File: config.mk
export PLATFORM = sky130hd
export DESIGN_NAME = i2c_target_regs
export DESIGN_NICKNAME = d
export VERILOG_FILES = /design/src/rtl/i2c_pkg.sv /design/src/rtl/i2c_line_sync.sv /design/src/rtl/i2c_target_regs.sv
export SDC_FILE = /design/constraint.sdc
export NUM_CORES = 1
export LEC_CHECK = 0
export ABC_CLOCK_PERIOD_IN_PS = 2690
export BUFFER_PORTS_ARGS = -buffer_cell sky130_fd_sc_hd__buf_4
export CORE_ASPECT_RATIO = 1.4
export CORE_MARGIN = 2
export CORE_UTILIZATION = 57
export CTS_CLUSTER_DIAMETER = 150
export CTS_CLUSTER_SIZE = 12
export DETAILED_ROUTE_END_ITERATION = 12
export HOLD_SLACK_MARGIN = 0.08
export PLACE_DENSITY = 0.86
export RECOVER_POWER = 25
export SETUP_SLACK_MARGIN = 0.15
export SLEW_MARGIN = 20
export SYNTH_ARGS = -nofsm -noshare
export SYNTH_HDL_FRONTEND = slang
export SYNTH_SLANG_ARGS = --single-unit
File: constraint.sdc
create_clock -name clk -period 2.69 [get_ports clk]
set_input_delay 0.807 -clock clk [delete_from_list [all_inputs] [get_ports clk]]
set_output_delay 0.807 -clock clk [all_outputs]
set_load 0.005 [all_outputs]
File: src/rtl/i2c_pkg.sv
// Shared types and line-level constants for the I2C register target.
package i2c_pkg;

  typedef enum logic [3:0] {
    ST_IDLE,
    ST_ADDR,
    ST_ADDR_ACK,
    ST_PTR,
    ST_PTR_ACK,
    ST_WDATA,
    ST_WDATA_ACK,
    ST_RDATA,
    ST_RDATA_ACK,
    ST_IGNORE
  } i2c_state_t;

  localparam logic I2C_RW_WRITE = 1'b0;
  localparam logic I2C_RW_READ  = 1'b1;

  localparam logic ACK  = 1'b0;
  localparam logic NACK = 1'b1;

endpackage

File: src/rtl/i2c_line_sync.sv
// Brings raw SCL/SDA into the clk domain and derives edge and START/STOP pulses.
module i2c_line_sync (
  input  logic clk,
  input  logic reset,
  input  logic scl_in,
  input  logic sda_in,
  output logic scl_rise,
  output logic scl_fall,
  output logic start_det,
  output logic stop_det,
  output logic sda_s
);

  logic r_scl_m, r_scl_s, r_scl_h;
  logic r_sda_m, r_sda_s, r_sda_h;

  always_ff @(posedge clk) begin
    if (reset) begin
      r_scl_m <= 1'b1;
      r_scl_s <= 1'b1;
      r_scl_h <= 1'b1;
      r_sda_m <= 1'b1;
      r_sda_s <= 1'b1;
      r_sda_h <= 1'b1;
    end else begin
      r_scl_m <= scl_in;
      r_scl_s <= r_scl_m;
      r_scl_h <= r_scl_s;
      r_sda_m <= sda_in;
      r_sda_s <= r_sda_m;
      r_sda_h <= r_sda_s;
    end
  end

  assign scl_rise  = r_scl_s & ~r_scl_h;
  assign scl_fall  = ~r_scl_s & r_scl_h;
  // SCL must be high on both samples so an SCL edge never looks like START/STOP.
  assign start_det = r_scl_s & r_scl_h & r_sda_h & ~r_sda_s;
  assign stop_det  = r_scl_s & r_scl_h & ~r_sda_h & r_sda_s;
  assign sda_s     = r_sda_s;

endmodule

File: src/rtl/i2c_target_regs.sv
// I2C target backed by a byte-wide register file with an auto-incrementing pointer.
module i2c_target_regs
  import i2c_pkg::*;
#(
  parameter logic [6:0] TARGET_ADDR = 7'h50,
  parameter int         DEPTH       = 16,
  parameter int         AW          = 4
) (
  input  logic          clk,
  input  logic          reset,
  input  logic          scl_in,
  input  logic          sda_in,
  output logic          sda_oe,
  output logic          busy,
  output logic          wr_strobe,
  output logic [AW-1:0] wr_index,
  output logic [7:0]    wr_data,
  input  logic [AW-1:0] loc_addr,
  output logic [7:0]    loc_rdata
);

  logic w_scl_rise, w_scl_fall, w_start, w_stop, w_sda;

  i2c_line_sync u_sync (
    .clk       (clk),
    .reset     (reset),
    .scl_in    (scl_in),
    .sda_in    (sda_in),
    .scl_rise  (w_scl_rise),
    .scl_fall  (w_scl_fall),
    .start_det (w_start),
    .stop_det  (w_stop),
    .sda_s     (w_sda)
  );

  i2c_state_t    r_state, w_state_nxt;
  logic [2:0]    r_cnt, w_cnt_nxt;
  logic [7:0]    r_shift, w_shift_nxt;
  logic [6:0]    r_tx, w_tx_nxt;
  logic [AW-1:0] r_ptr, w_ptr_nxt;
  logic          r_byte_done, w_done_nxt;
  logic          r_sda_oe, w_oe_nxt;
  logic          r_busy, w_busy_nxt;
  logic          r_wr_strobe;
  logic [AW-1:0] r_wr_index;
  logic [7:0]    r_wr_data;
  logic [7:0]    r_loc_rdata;
  logic [7:0]    r_regs [DEPTH];

  logic          w_wr_en;
  logic [7:0]    w_shift_in;
  logic [7:0]    w_cur_byte;

  assign w_shift_in = {r_shift[6:0], w_sda};
  assign w_cur_byte = r_regs[r_ptr];

  always_ff @(posedge clk) begin
    if (reset) begin
      r_state     <= ST_IDLE;
      r_cnt       <= '0;
      r_shift     <= '0;
      r_tx        <= '0;
      r_ptr       <= '0;
      r_byte_done <= 1'b0;
      r_sda_oe    <= 1'b0;
      r_busy      <= 1'b0;
      r_wr_strobe <= 1'b0;
      r_wr_index  <= '0;
      r_wr_data   <= '0;
    end else begin
      r_state     <= w_state_nxt;
      r_cnt       <= w_cnt_nxt;
      r_shift     <= w_shift_nxt;
      r_tx        <= w_tx_nxt;
      r_ptr       <= w_ptr_nxt;
      r_byte_done <= w_done_nxt;
      r_sda_oe    <= w_oe_nxt;
      r_busy      <= w_busy_nxt;
      r_wr_strobe <= w_wr_en;
      if (w_wr_en) begin
        r_wr_index <= r_ptr;
        r_wr_data  <= w_shift_in;
      end
    end
  end

  always_comb begin
    w_state_nxt = r_state;
    w_cnt_nxt   = r_cnt;
    w_shift_nxt = r_shift;
    w_tx_nxt    = r_tx;
    w_ptr_nxt   = r_ptr;
    w_done_nxt  = r_byte_done;
    w_oe_nxt    = r_sda_oe;
    w_busy_nxt  = r_busy;
    w_wr_en     = 1'b0;

    if (w_stop) begin
      w_state_nxt = ST_IDLE;
      w_cnt_nxt   = '0;
      w_done_nxt  = 1'b0;
      w_oe_nxt    = 1'b0;
      w_busy_nxt  = 1'b0;
    end else if (w_start) begin
      w_state_nxt = ST_ADDR;
      w_cnt_nxt   = '0;
      w_done_nxt  = 1'b0;
      w_oe_nxt    = 1'b0;
      w_busy_nxt  = 1'b0;
    end else begin
      case (r_state)
        ST_ADDR, ST_PTR, ST_WDATA: begin
          if (w_scl_rise && !r_byte_done) begin
            w_shift_nxt = w_shift_in;
            w_cnt_nxt   = r_cnt + 3'd1;
            if (r_cnt == 3'd7) begin
              w_done_nxt = 1'b1;
              if (r_state == ST_WDATA) begin
                w_wr_en   = 1'b1;
                w_ptr_nxt = r_ptr + AW'(1);
              end
            end
          end else if (w_scl_fall && r_byte_done) begin
            w_done_nxt = 1'b0;
            w_oe_nxt   = 1'b1;
            if (r_state == ST_ADDR) begin
              if (r_shift[7:1] == TARGET_ADDR) begin
                w_busy_nxt  = 1'b1;
                w_state_nxt = ST_ADDR_ACK;
              end else begin
                w_oe_nxt    = 1'b0;
                w_state_nxt = ST_IGNORE;
              end
            end else if (r_state == ST_PTR) begin
              w_ptr_nxt   = r_shift[AW-1:0];
              w_state_nxt = ST_PTR_ACK;
            end else begin
              w_state_nxt = ST_WDATA_ACK;
            end
          end
        end
        ST_ADDR_ACK: begin
          if (w_scl_fall) begin
            w_oe_nxt  = 1'b0;
            w_cnt_nxt = '0;
            if (r_shift[0] == I2C_RW_READ) begin
              w_tx_nxt    = w_cur_byte[6:0];
              w_oe_nxt    = ~w_cur_byte[7];
              w_state_nxt = ST_RDATA;
            end else begin
              w_state_nxt = ST_PTR;
            end
          end
        end
        ST_PTR_ACK, ST_WDATA_ACK: begin
          if (w_scl_fall) begin
            w_oe_nxt    = 1'b0;
            w_cnt_nxt   = '0;
            w_state_nxt = ST_WDATA;
          end
        end
        ST_RDATA: begin
          // Bit 7 went out on entry; each fall here presents the next bit, the 8th releases.
          if (w_scl_fall) begin
            if (r_cnt == 3'd7) begin
              w_oe_nxt    = 1'b0;
              w_cnt_nxt   = '0;
              w_done_nxt  = 1'b0;
              w_state_nxt = ST_RDATA_ACK;
            end else begin
              w_oe_nxt  = ~r_tx[6];
              w_tx_nxt  = {r_tx[5:0], 1'b0};
              w_cnt_nxt = r_cnt + 3'd1;
            end
          end
        end
        ST_RDATA_ACK: begin
          if (w_scl_rise) begin
            if (w_sda == ACK) begin
              w_ptr_nxt  = r_ptr + AW'(1);
              w_done_nxt = 1'b1;
            end else begin
              w_state_nxt = ST_IGNORE;
            end
          end else if (w_scl_fall && r_byte_done) begin
            w_done_nxt  = 1'b0;
            w_cnt_nxt   = '0;
            w_tx_nxt    = w_cur_byte[6:0];
            w_oe_nxt    = ~w_cur_byte[7];
            w_state_nxt = ST_RDATA;
          end
        end
        default: begin
          w_oe_nxt = 1'b0;
        end
      endcase
    end
  end

  // Local read samples the array before this cycle's bus write lands.
  always_ff @(posedge clk) begin
    if (reset) begin
      for (int i = 0; i < DEPTH; i++) r_regs[i] <= '0;
      r_loc_rdata <= '0;
    end else begin
      if (w_wr_en) r_regs[r_ptr] <= w_shift_in;
      r_loc_rdata <= r_regs[loc_addr];
    end
  end

  assign sda_oe    = r_sda_oe;
  assign busy      = r_busy;
  assign wr_strobe = r_wr_strobe;
  assign wr_index  = r_wr_index;
  assign wr_data   = r_wr_data;
  assign loc_rdata = r_loc_rdata;

endmodule

## Word-level counts from Yosys, hierarchy flattened

Memory sizes are Yosys's and may differ from the RTL's. A register that Yosys moved wholly into a read port is not among the register bits.
Index checks and enable logic that the tools add are counted.
W data, S select, Z words.

| storage, ports and cells | value |
|---|---|
| input port bits | 8 |
| word-level logic and storage cells | 175 |
| output and inout port bits | 23 |
| memory bits (writable) | 128 |
| memories kept | 1 |
| register bits | 48 |

| operators by class | value |
|---|---|
| reductions and logical operators | 24 |
| bitwise operators | 16 |
| equality and inequality tests | 40 |
| add/sub/neg operators | 2 |
| muxes and demuxes | 74 |

Memories:

| memory | words | bits a word | read ports | clocked after Yosys merged registers in | write ports | line | RTL |
|---|---|---|---|---|---|---|---|
| r_regs | 16 | 8 | 2 | 2 | 16 | i2c_target_regs.sv:48 | `logic [7:0] r_regs [DEPTH];` |

Operators with widths:

| kind | number |
|---|---|
| $mux W4 | 22 |
| $mux W7 | 6 |
| $mux W1 | 31 |
| $reduce_and A9 Y1 | 3 |
| $ne A2 B2 Y1 const B | 13 |
| $mux W3 | 7 |
| $ne A3 B2 Y1 const B | 7 |
| $ne A3 B3 Y1 const B | 7 |
| $pmux W7 S3 | 1 |
| $pmux W4 S5 | 1 |
| $eq A4 B3 Y1 const B | 4 |
| $pmux W3 S4 | 1 |
| $reduce_and A10 Y1 | 1 |
| $reduce_and A5 Y1 | 2 |
| $not A1 Y1 | 9 |
| $reduce_or A3 Y1 | 3 |
| $eq A4 B2 Y1 const B | 2 |
| $mux W8 | 1 |
| $pmux W4 S2 | 1 |
| $reduce_or A8 Y1 | 1 |
| $and A1 B1 Y1 | 7 |
| $eq A7 B7 Y1 const B | 1 |
| $reduce_and A7 Y1 | 1 |
| $reduce_and A6 Y1 | 1 |
| other kinds (20) | 23 |

## Longest topological paths before layout

| depth | value |
|---|---|
| depth after elaboration | 12 |
| mapped depth | 9 |
| depth with buffers taken out | 7 |

## Cells and area by module

Synthesis repeated with hierarchy kept, for this count alone.

| second synthesis, totals | value |
|---|---|
| cell total of the unflattened synthesis | 764 |
| area, all modules | 9,804.4 um2 |

By module, submodules not included:

| module | times used | area each (um2) | cells each |
|---|---|---|---|
| i2c_target_regs | 1 | 9,614.2 | 748 |
| i2c_line_sync | 1 | 190.2 | 16 |

## Worst setup path after synthesis

Ideal clock, no wire load.

| path | value |
|---|---|
| path kind | input port to flip-flop |
| start point | input reset |
| end point | memory r_regs[13][0] (enable) |
| arrival | 2.252 ns |
| slack | 0.054 ns |
| path buffers | 2 |
| cell stages on the path | 6 |
| required time | 2.306 ns |
| library setup time | 0.384 ns |
| cell sequence | a31o_2 -> buf_2 -> nor2_4 -> nand2_1 -> buf_4 -> o21ai_0 |

RTL lines:

| element | line | RTL |
|---|---|---|
| start: declaration | i2c_target_regs.sv:10 | `input logic reset,` |
| end: declaration | i2c_target_regs.sv:48 |  |

==> impl_metrics.ini <==
[global_routing]
global_route.usage.total_pct = 31.5
grt_pass1_vias = 6991
grt_max_degree = 41
grt.overflow.total = 0
grt_pass1_wl_um = 41700
grt_antenna_before_repair = 0

[timing]
slew-limit-headroom_pct = 53.6
grt_setup_unrepaired = false
setup_total_negative_slack_ps = 0
finClkSkew_ps = 7.10
timing.final.max_slew_violations = 0
layout_setup_ws_ps = 260
finalHoldViolCount = 0
max_clock_freq_ghz = 0.411
setup_violations = 0
finalCritPeriodShare_pct = 90.3
layout_min_cycle_time_ps = 2430
timing_worst_slew_pin_value_ps = 697
final_layout_worst_hold_slack_ps = 415

[layout]
number_of_nets_in_the_final_layout = 841
final_cell_mix = edfxtp_1, and2_1, mux4_2, dfxtp_1, buf_4
post_layout_nonfiller_instances = 1043
synthToLayoutAreaGrowth_pct = 12.6
antennaDiodeCount = 0
postLayoutCellArea_um2 = 11000
postLayoutCoreUtil_pct = 65.6
mostFrequentLayoutCell = edfxtp_1
layout-drive-gt1-share_pct = 25.2

[run]
timing.max_cap.violations = 0

[hold_path]
holdPathStages = 1
hold_class = flip-flop to flip-flop

[floorplanning]
floorplan.initialDensity_pct = 58.2
die_width_um = 115
placementRows = 56
placeableCoreArea_um2 = 16700
die_area_um2 = 18200
chipHeight_um = 159
ioPinCount = 31

[yosys]
syn-cell-area_um2 = 9750
asyncSetResetFlopFracSynth_pct = 0
synth.mux.area_fraction_pct = 18.2
ys_seq_elements = 188
synth_simple_gate_area_share_pct = 17.4
ys.warnings.count = 0
syn_area_per_cell_um2 = 12.4
yosysSeqAreaShare_pct = 51.8
synth-adder-area-share_pct = 0.770
syn_nets = 803
synth-compound-area-share_pct = 8.32
synth_enable_flop_cells = 128
synth-main-ff-cell = edfxtp_1
syn-instance-count = 789
ys_types = 64
dominant_combinational_cell_family_by_area_after_synthesis = multiplexers
post_synth_xor_xnor_area_pct = 0.0899

[detailed_routing]
drt_pre_antenna_iters = 6
post-route-drc-count = 0
detail_route_antenna_nets = 0
wl_um = 27100
post_drt_wl_per_cell_um = 26.0
first_iter_violations = 744
via_per_inst = 6.78
via_count = 7076

[place]
io_buffer_count = 30
place_area_um2 = 10400
dp.cells = 1011
hpwlAfterDp_um = 19500
pre_cts_slack_ps = 202
gpl.final_weighted_congestion = 1.02

[clock_network]
root_buffer = clkbuf_16
clkTransAtPathRegs_ps = 80
htree_levels = 4
cts-buffers-inserted = 17
worstSkewPairLatency_ps = 440
cts-root-to-sink-buffers = 2
clkSinkCount = 188
holdBufCountCts = 0
tritoncts = done

[power_and_ir_drop]
max-vdd-ir-drop_mv = 0.529
leakage_power_figure_nw = 3.91
power_per_cell_area_nw_per_um2 = 661
p_total_mw = 7.26

[worst_setup_path]
critical_path.startpoint_type = input pin
cp.required_ps = 3030
regToRegEndpoint = r_tx[5]
ff2ff_setup_slack_ps = 290
timing.reg2reg.worst_path_depth = 5
criticalPathCategory = input pin to flip-flop
worst_ep_arrival_time_ps = 2770
worst-path-max-fanout = 9
endpoint_kind = flip-flop
crit_path_start = loc_addr[0]
worstSetupEndpoint = loc_rdata[7]

[run_status]
status = complete, no violations
## worst max-delay path: stages
cell and delay [ps]:
clkbuf_1 510, buf_12 230, mux4_2 590, mux4_2 460, and2_1 160
## worst min-delay path by stage
| stage | slack (ps) | endpoint | start |
|---|---|---|---|
| after floorplan | 390 | u_sync.r_scl_s | u_sync.r_scl_m |
| after global placement | 390 | u_sync.r_scl_s | u_sync.r_scl_m |
| final | 410 | u_sync.r_scl_s | u_sync.r_scl_m |
| after global routing | 430 | u_sync.sda_s | u_sync.r_sda_m |
| after CTS | 420 | u_sync.r_scl_s | u_sync.r_scl_m |
| after detailed placement | 400 | u_sync.r_scl_s | u_sync.r_scl_m |
## power by group
part           internal, mW  leakage, nW  switching [mW]
clock network          1.52        0.317            1.21
logic                 0.532         1.78           0.639
registers              3.22         1.81           0.151
total                  5.26         3.91            2.00
## routing by layer
metal	wire [um]	vias to the layer above	GRT usage, %
met2	13500	490	52.1
met1	8940	3397	35.9
met5	0	-	0
met3	2260	167	6.91
met4	2390	0	21.5
li1	-	3022	-
## area by class of cell
class / count / area, um2
clock buffers: 17 / 425
clock inverters: 15 / 221
fillers: 1172 / 5770
inverters: 9 / 33.8
multi-input cells: 527 / 4360
flip-flops and latches: 188 / 5050
well taps: 203 / 254
repair buffers: 84 / 634
## state kept, by name, indices dropped and copies added, names as in the netlist, 3 cells and up, named ones only
signal     cells
wr_index       4
r_ptr          4
loc_rdata      8
r_regs       128
r_tx           7
wr_data        8
r_state        4
r_shift        8
r_cnt          3
## logic make-up (layout without fill, tap and decap cells)
logic type,Yosys count,count (layout)
xor+xnor,1,1
mux,102,102
simple gates,300,300
buf+inv,74,125
fa+ha+maj,6,6
flops,188,188
compound gates,118,118
## timing repair
item                                    in CTS  in global routing
gates resized for setup                      0                  2
buffers inserted                             0                  0
endpoints found under the setup margin       0                  2
endpoints found under the hold margin        0                  0
## cell usage after synthesis (all sizes together), types with 6 or more instances
master  number  area share [%]
a221oi       7            0.63
nor2b        8            0.51
a31oi        6            0.39
o21ai       28             1.4
inv          9            0.35
mux2        15             1.7
nand3        9            0.46
o22ai        7            0.45
o221ai       7            0.63
nor4         6            0.39
edfxtp     128              39
and2       125             8.0
a21oi       27             1.4
nor3        21             1.3
nor2        48             2.2
or2         11            0.71
nand2b       6            0.39
dfxtp       60              12
mux2i       28             2.9
mux4        59              14
buf         23             1.4
nand2       53             2.2
ha           6            0.77
clkbuf      42             1.6
No activity file was read; power rests on OpenSTA's default activity.
